$ cat src/rtl/fp_add_pkg.sv
// fp_add_pkg: fp32 field widths, packed layout and pack/unpack helpers
package fp_add_pkg;
  localparam int FP32_MAN_W = 23;
  localparam int FP32_EXP_W = 8;
  typedef struct packed {
    logic                  sign;
    logic [FP32_EXP_W-1:0] exp;
    logic [FP32_MAN_W-1:0] man;
  } fp32_t;
  function automatic fp32_t fp32_unpack(input logic [31:0] w);
    return fp32_t'(w);
  endfunction
  function automatic logic [31:0] fp32_pack(input fp32_t f);
    return {f.sign, f.exp, f.man};
  endfunction
endpackage

$ cat src/rtl/fp_add_driver_if.sv
// fp_add_driver_if: operand, fp_add issue/return and result buses of fp_add_driver
interface fp_add_driver_if import fp_add_pkg::*; #(parameter int CNT_W = 3);
  logic                  in_valid;
  logic                  in_ready;
  logic [31:0]           in_a;
  logic [31:0]           in_b;
  logic                  src_valid;
  logic [FP32_MAN_W-1:0] a_man;
  logic [FP32_EXP_W-1:0] a_exp;
  logic                  a_sign;
  logic [FP32_MAN_W-1:0] b_man;
  logic [FP32_EXP_W-1:0] b_exp;
  logic                  b_sign;
  logic                  dst_valid;
  logic [FP32_MAN_W-1:0] r_man;
  logic [FP32_EXP_W-1:0] r_exp;
  logic                  r_sign;
  logic                  out_valid;
  logic                  out_ready;
  logic [31:0]           out_r;
  logic [CNT_W-1:0]      inflight;
  logic [1:0]            err;
  modport slave (
    input  in_valid, in_a, in_b, dst_valid, r_man, r_exp, r_sign, out_ready,
    output in_ready, src_valid, a_man, a_exp, a_sign, b_man, b_exp, b_sign,
           out_valid, out_r, inflight, err
  );
  modport master (
    output in_valid, in_a, in_b, dst_valid, r_man, r_exp, r_sign, out_ready,
    input  in_ready, src_valid, a_man, a_exp, a_sign, b_man, b_exp, b_sign,
           out_valid, out_r, inflight, err
  );
endinterface

$ cat src/rtl/fp_add_res_fifo.sv
// fp_add_res_fifo: result buffer; a push into a full FIFO only lands when a pop frees the slot
module fp_add_res_fifo #(
  parameter int DEPTH = 4,
  parameter int WIDTH = 32,
  parameter int CNT_W = $clog2(DEPTH) + 1
) (
  input  logic             clk,
  input  logic             rst,
  input  logic             i_push,
  input  logic [WIDTH-1:0] i_data,
  input  logic             i_pop,
  output logic [WIDTH-1:0] o_data,
  output logic [CNT_W-1:0] o_count,
  output logic             o_full,
  output logic             o_empty
);
  localparam int AW = $clog2(DEPTH);
  logic [WIDTH-1:0] r_mem [DEPTH];
  logic [AW-1:0]    r_wr;
  logic [AW-1:0]    r_rd;
  logic [CNT_W-1:0] r_count;
  logic             w_push;
  logic             w_pop;
  assign o_empty = r_count == '0;
  assign o_full  = r_count == CNT_W'(DEPTH);
  assign w_pop   = i_pop && !o_empty;
  assign w_push  = i_push && (!o_full || w_pop);
  assign o_data  = r_mem[r_rd];
  assign o_count = r_count;
  always_ff @(posedge clk or posedge rst) begin
    if (rst) begin
      r_wr    <= '0;
      r_rd    <= '0;
      r_count <= '0;
      r_mem   <= '{default: '0};
    end else begin
      if (w_push) begin
        r_mem[r_wr] <= i_data;
        r_wr        <= r_wr + AW'(1);
      end
      if (w_pop) r_rd <= r_rd + AW'(1);
      r_count <= r_count + CNT_W'(w_push) - CNT_W'(w_pop);
    end
  end
endmodule

$ cat src/rtl/fp_add_driver.sv
// fp_add_driver: credit-gated operand issue to fp_add and buffered, repacked result return
module fp_add_driver import fp_add_pkg::*; #(
  parameter int RES_DEPTH = 4,
  parameter int CNT_W     = $clog2(RES_DEPTH) + 1
) (
  input logic            clk,
  input logic            rst,
  fp_add_driver_if.slave bus
);
  logic [CNT_W-1:0] r_credits;
  logic [CNT_W-1:0] r_inflight;
  logic             r_src_valid;
  fp32_t            r_a;
  fp32_t            r_b;
  logic [1:0]       r_err;
  logic             w_accept;
  logic             w_pop;
  logic             w_ret;
  logic             w_drop;
  logic             w_full;
  logic             w_empty;
  logic [CNT_W-1:0] w_count;
  fp32_t            w_r;
  logic [31:0]      w_head;
  assign w_r      = {bus.r_sign, bus.r_exp, bus.r_man};
  assign w_accept = bus.in_valid && r_credits != '0;
  assign w_pop    = bus.out_ready && !w_empty;
  assign w_ret    = bus.dst_valid && r_inflight != '0;
  // a pop in the same cycle frees the slot, so only an unpaired push into a full FIFO is lost
  assign w_drop   = bus.dst_valid && w_full && !w_pop;
  fp_add_res_fifo #(.DEPTH(RES_DEPTH), .WIDTH(32), .CNT_W(CNT_W)) u_fifo (
    .clk     (clk),
    .rst     (rst),
    .i_push  (bus.dst_valid),
    .i_data  (fp32_pack(w_r)),
    .i_pop   (w_pop),
    .o_data  (w_head),
    .o_count (w_count),
    .o_full  (w_full),
    .o_empty (w_empty)
  );
  always_ff @(posedge clk or posedge rst) begin
    if (rst) begin
      r_credits   <= CNT_W'(RES_DEPTH);
      r_inflight  <= '0;
      r_src_valid <= 1'b0;
      r_a         <= '0;
      r_b         <= '0;
      r_err       <= '0;
    end else begin
      r_src_valid <= w_accept;
      if (w_accept) begin
        r_a <= fp32_unpack(bus.in_a);
        r_b <= fp32_unpack(bus.in_b);
      end
      r_credits  <= r_credits - CNT_W'(w_accept) + CNT_W'(w_pop);
      r_inflight <= r_inflight + CNT_W'(w_accept) - CNT_W'(w_ret);
      r_err      <= r_err | {bus.dst_valid && r_inflight == '0, w_drop};
    end
  end
  assign bus.in_ready  = r_credits != '0;
  assign bus.src_valid = r_src_valid;
  assign bus.a_sign    = r_a.sign;
  assign bus.a_exp     = r_a.exp;
  assign bus.a_man     = r_a.man;
  assign bus.b_sign    = r_b.sign;
  assign bus.b_exp     = r_b.exp;
  assign bus.b_man     = r_b.man;
  assign bus.out_valid = w_count != '0;
  assign bus.out_r     = w_head;
  assign bus.inflight  = r_inflight;
  assign bus.err       = r_err;
endmodule
$ cat src/flat_wrapper.sv
// flat-port wrapper written by rule: the top's interface ports become plain ports
module fp_add_driver_flat import fp_add_pkg::*;
#(
  parameter int RES_DEPTH = 4,
  parameter int CNT_W     = $clog2(RES_DEPTH) + 1
)
  (clk, rst, bus_in_valid, bus_in_a, bus_in_b, bus_dst_valid, bus_r_man, bus_r_exp, bus_r_sign, bus_out_ready, bus_in_ready, bus_src_valid, bus_a_man, bus_a_exp, bus_a_sign, bus_b_man, bus_b_exp, bus_b_sign, bus_out_valid, bus_out_r, bus_inflight, bus_err);
  fp_add_driver_if #(.CNT_W(CNT_W)) bus_i ();
  input logic clk;
  input logic rst;
  input wire logic [$bits(bus_i.in_valid)-1:0] bus_in_valid;
  input wire logic [$bits(bus_i.in_a)-1:0] bus_in_a;
  input wire logic [$bits(bus_i.in_b)-1:0] bus_in_b;
  input wire logic [$bits(bus_i.dst_valid)-1:0] bus_dst_valid;
  input wire logic [$bits(bus_i.r_man)-1:0] bus_r_man;
  input wire logic [$bits(bus_i.r_exp)-1:0] bus_r_exp;
  input wire logic [$bits(bus_i.r_sign)-1:0] bus_r_sign;
  input wire logic [$bits(bus_i.out_ready)-1:0] bus_out_ready;
  output wire logic [$bits(bus_i.in_ready)-1:0] bus_in_ready;
  output wire logic [$bits(bus_i.src_valid)-1:0] bus_src_valid;
  output wire logic [$bits(bus_i.a_man)-1:0] bus_a_man;
  output wire logic [$bits(bus_i.a_exp)-1:0] bus_a_exp;
  output wire logic [$bits(bus_i.a_sign)-1:0] bus_a_sign;
  output wire logic [$bits(bus_i.b_man)-1:0] bus_b_man;
  output wire logic [$bits(bus_i.b_exp)-1:0] bus_b_exp;
  output wire logic [$bits(bus_i.b_sign)-1:0] bus_b_sign;
  output wire logic [$bits(bus_i.out_valid)-1:0] bus_out_valid;
  output wire logic [$bits(bus_i.out_r)-1:0] bus_out_r;
  output wire logic [$bits(bus_i.inflight)-1:0] bus_inflight;
  output wire logic [$bits(bus_i.err)-1:0] bus_err;
  assign bus_i.in_valid = bus_in_valid;
  assign bus_i.in_a = bus_in_a;
  assign bus_i.in_b = bus_in_b;
  assign bus_i.dst_valid = bus_dst_valid;
  assign bus_i.r_man = bus_r_man;
  assign bus_i.r_exp = bus_r_exp;
  assign bus_i.r_sign = bus_r_sign;
  assign bus_i.out_ready = bus_out_ready;
  assign bus_in_ready = bus_i.in_ready;
  assign bus_src_valid = bus_i.src_valid;
  assign bus_a_man = bus_i.a_man;
  assign bus_a_exp = bus_i.a_exp;
  assign bus_a_sign = bus_i.a_sign;
  assign bus_b_man = bus_i.b_man;
  assign bus_b_exp = bus_i.b_exp;
  assign bus_b_sign = bus_i.b_sign;
  assign bus_out_valid = bus_i.out_valid;
  assign bus_out_r = bus_i.out_r;
  assign bus_inflight = bus_i.inflight;
  assign bus_err = bus_i.err;
  fp_add_driver #(.RES_DEPTH(RES_DEPTH), .CNT_W(CNT_W)) u_core (.clk(clk), .rst(rst), .bus(bus_i));
endmodule
$ cat config.mk
export PLATFORM = sky130hd
export DESIGN_NAME = fp_add_driver_flat
export DESIGN_NICKNAME = d
export VERILOG_FILES = /design/src/rtl/fp_add_pkg.sv /design/src/rtl/fp_add_driver_if.sv /design/src/rtl/fp_add_res_fifo.sv /design/src/rtl/fp_add_driver.sv /design/src/flat_wrapper.sv
export SDC_FILE = /design/constraint.sdc
export NUM_CORES = 1
export LEC_CHECK = 0
export BUFFER_PORTS_ARGS = -buffer_cell sky130_fd_sc_hd__buf_2
export CAP_MARGIN = 20
export CORE_ASPECT_RATIO = 0.6
export CORE_UTILIZATION = 35
export CTS_CLUSTER_SIZE = 28
export DETAILED_ROUTE_END_ITERATION = 12
export SYNTH_ARGS = -nofsm -noshare
export SYNTH_HDL_FRONTEND = slang
export SYNTH_HIERARCHICAL = 1
export SYNTH_SLANG_ARGS = --single-unit
$ cat constraint.sdc
create_clock -name clk -period 9.1 [get_ports clk]
set_clock_uncertainty 0.15 [all_clocks]
set_input_delay 0.455 -clock clk [delete_from_list [all_inputs] [get_ports clk]]
set_output_delay 0.455 -clock clk [all_outputs]
set_load 0.1 [all_outputs]
==> metrics.yaml <==
synth:
  syn-cell-area_mm2: 0.00881
  synth_flop_cell: "dfrtp_1"
  yosys.area.top_type_share_pct: 58.8
  syn_nets: 633
  synth_top_cells_by_area: "dfrtp_1 59%, mux2_2 20%, mux4_2 8.2%"
  ys_ff_latch: 208
  syn_inst: 519
  yosys.area.top_type: "dfrtp_1"
  avgSynthCellArea_um2: 17.0
  yosysMostFrequentCell: "dfrtp_1"
  synth_edf_count: 0
  ys_warn_count: 6
  synth_common_cells: "207 x dfrtp_1, 153 x mux2_2, 40 x mux2_1, 32 x mux4_2, 17 x buf_6"
  synth_cell_type_count: 26
  ys_seq_area_share_pct: 59.1
  synthArstFlopShare_pct: 100
final_layout:
  regArea_mm2: 0.00521
  multi_input_area_mm2: 0.00334
  num-fill-cells: 2191
  syn_to_final_growth_pct: 23.6
  drive_gt1_share_pct: 58.9
  diodes: 0
  final_nets: 853
sta:
  rsz0062_at_grt: "false"
  fin_crit_sh_pct: 35.2
  final_max_slew_viol_count: 0
  worstMarginPinSlew_ps: 960
  final_hold_viol_count: 0
  max_slew_margin_pct: 36.0
  period_needed_ps: 3200
  max_freq_mhz: 312
  tns_ps: 0
  setup_viol: 0
drt:
  routed_wl_mm: 19.5
  vias_per_cell: 4.77
  vias: 5123
  drc: 9
  drtPass1Iterations: 10
  routedWlPerCell_um: 18.2
  ant_nets: 0
  drt_iter0_drc: 138
setup_path:
  crit_chain: "nor3_1 -> nand2b_1 -> inv_1 -> nor4b_4 -> nand2b_1 -> ha_1 -> inv_1 -> ha_1 -> fa_1 -> xor2_1 -> xnor2_1"
  critPathLaunch: "u_core/u_fifo/o_count[1]"
  crit_family: "simple AND/OR/NAND/NOR gates"
  crit_type: "register to register"
  timing.rr.end: "u_core/u_fifo/o_count[2]"
  required_ps: 9340
  critPathSlowestCell: "nor4b_4"
  arrival_ps: 3440
  reg2reg_from: "u_core/u_fifo/o_count[1]"
  r2r.worst_path.cells: 11
  cp-end-kind: "register"
  critPathMaxFanout: 7
  critPathCapture: "u_core/u_fifo/o_count[2]"
  r2r_setup_slack_ps: 5900
  start_kind: "register"
  cp.depth: 11
  path_buf_inv: 2
  slowest_delay_ps: 620
clocking:
  cts_sinks: 208
  path_clk_slew_ps: 70
  cts_tree: "done"
  clk_latency_ps: 500
  cts_root_buf: "clkbuf_16"
  numCtsBuffers: 21
  clockBufferDepth: 3
  cts_resized: 0
  h-tree-depth: 1
global_routing:
  top_usage_layer: "met2"
  overflow: 0
  grt_max_degree: 78
  grt_use_total_pct: 15.6
  first_global_vias: 5765
  grt_pass1_wl_mm: 31.4
  use_met2_pct: 25.5
  antenna_found_initial: 1
  use_met3_pct: 4.16
  grt_use_met1_pct: 20.4
run:
  cap_violations: 0
floorplanning:
  io-pin-count: 205
  die_area_mm2: 0.0258
  core-area_mm2: 0.0244
  die_x_um: 207
  rows: 44
  start_util_pct: 36.1
  die_h_um: 125
outcome:
  status: "complete, but fails checks"
  violations: "design-rule violations"
placed_design:
  portBuffers: 204
  dp.final_hpwl_mm: 12.8
  finalWeightedCongestion: 0.748
min_path:
  hold_class: "input pin to register"
-- registers in the layout (all words and copies together), names as in the netlist --
| signal | cells |
|---|---|
| u_core/bus.a_exp | 8 |
| u_core/bus.a_man | 23 |
| u_core/bus.a_sign | 1 |
| u_core/bus.b_exp | 8 |
| u_core/bus.b_man | 23 |
| u_core/bus.b_sign | 1 |
| u_core/bus.err | 2 |
| u_core/bus.inflight | 3 |
| u_core/bus.src_valid | 1 |
| u_core/r_credits | 3 |
| u_core/u_fifo/o_count | 3 |
| u_core/u_fifo/r_mem | 128 |
| u_core/u_fifo/r_rd | 2 |
| u_core/u_fifo/r_wr | 2 |
-- placed cells by master (no fill, tap or decap), types with 2 or more instances in the layout --
cell           synthesis  layout
dfrtp_2                0       2
xnor2_1                7       7
inv_1                 15      13
nand2b_1               2       2
clkinv_2               0       3
buf_4                  2       8
dlygate4sd3_1          0      12
nand2_1                5       5
fa_1                   3       3
clkbuf_16              0      21
buf_2                  4     204
ha_1                  10      10
clkbuf_8               0       6
xor2_1                 2       2
clkinvlp_4             0       2
inv_6                  0       2
mux4_2                32      32
mux2_2               153     153
or3_1                  2       2
mux2_1                40      40
dfrtp_1              207     205
nor2_4                 0       4
clkbuf_1               4       2
nor3_1                 2       2
-- how the worst min path moves through the flow --
stage,startpoint,endpoint,slack (ps),cells after the start
after global routing,bus_in_b[20],u_core/bus.b_man[20],5,2
after CTS,bus_in_a[0],u_core/bus.a_man[0],0.8,2
after global placement,u_core/bus.err[1],u_core/bus.err[1],290,1
after detailed placement,u_core/bus.err[0],u_core/bus.err[0],320,1
after floorplan,u_core/u_fifo/r_mem[32],u_core/u_fifo/r_mem[32],330,1
final,bus_in_a[5],u_core/bus.a_man[5],30,2
-- routing by layer --
layer / wire [µm] / up-vias / part of all wire, %
li1: - / 2310 / -
met1: 8690 / 2670 / 44
met2: 9420 / 108 / 48
met3: 989 / 35 / 5.1
met4: 448 / 0 / 2.3
met5: 0 / - / 0
-- layout make-up --
class                           instances  share of cell area (%)
Multi-Input combinational cell        269                    30.7
Sequential cell                       208                    47.8
Timing Repair Buffer                  224                    11.0
Tap cell                              322                    3.70
Clock buffer                           29                    5.65
Clock inverter                          7                   0.631
Inverter                               15                   0.563
-- metrics by stage --
stage	instance area, µm²	std cells	setup slack (ps)	utilization (%)	hold WS [ps]
after floorplan	8810	519	4880	-	325
after global placement	10100	1026	6080	41.3	290
after detailed placement	10100	1026	5890	41.3	317
after CTS	10900	1073	5820	44.5	0.822
after global routing	10900	1074	5670	44.6	4.56
final	10900	1074	5900	44.6	26.4
-- cell families after synthesis --
| logic type | count (synthesis) | synth area share [%] |
|---|---|---|
| compound gates | 4 | 0.525 |
| flops | 208 | 59.1 |
| xor+xnor | 9 | 0.894 |
| simple gates | 18 | 1.21 |
| buf+inv | 42 | 3.38 |
| fa+ha+maj | 13 | 2.10 |
| mux | 225 | 32.8 |
-- repair_timing --
item	CTS	global route
hold buffers	11	1
endpoints found under the hold margin	68	1
endpoints found under the setup margin	0	0
setup buffers	0	0
Power is left out: the tool's default activity adds up to more than one toggle a clock period on the data nets, which glitch-free logic cannot reach.
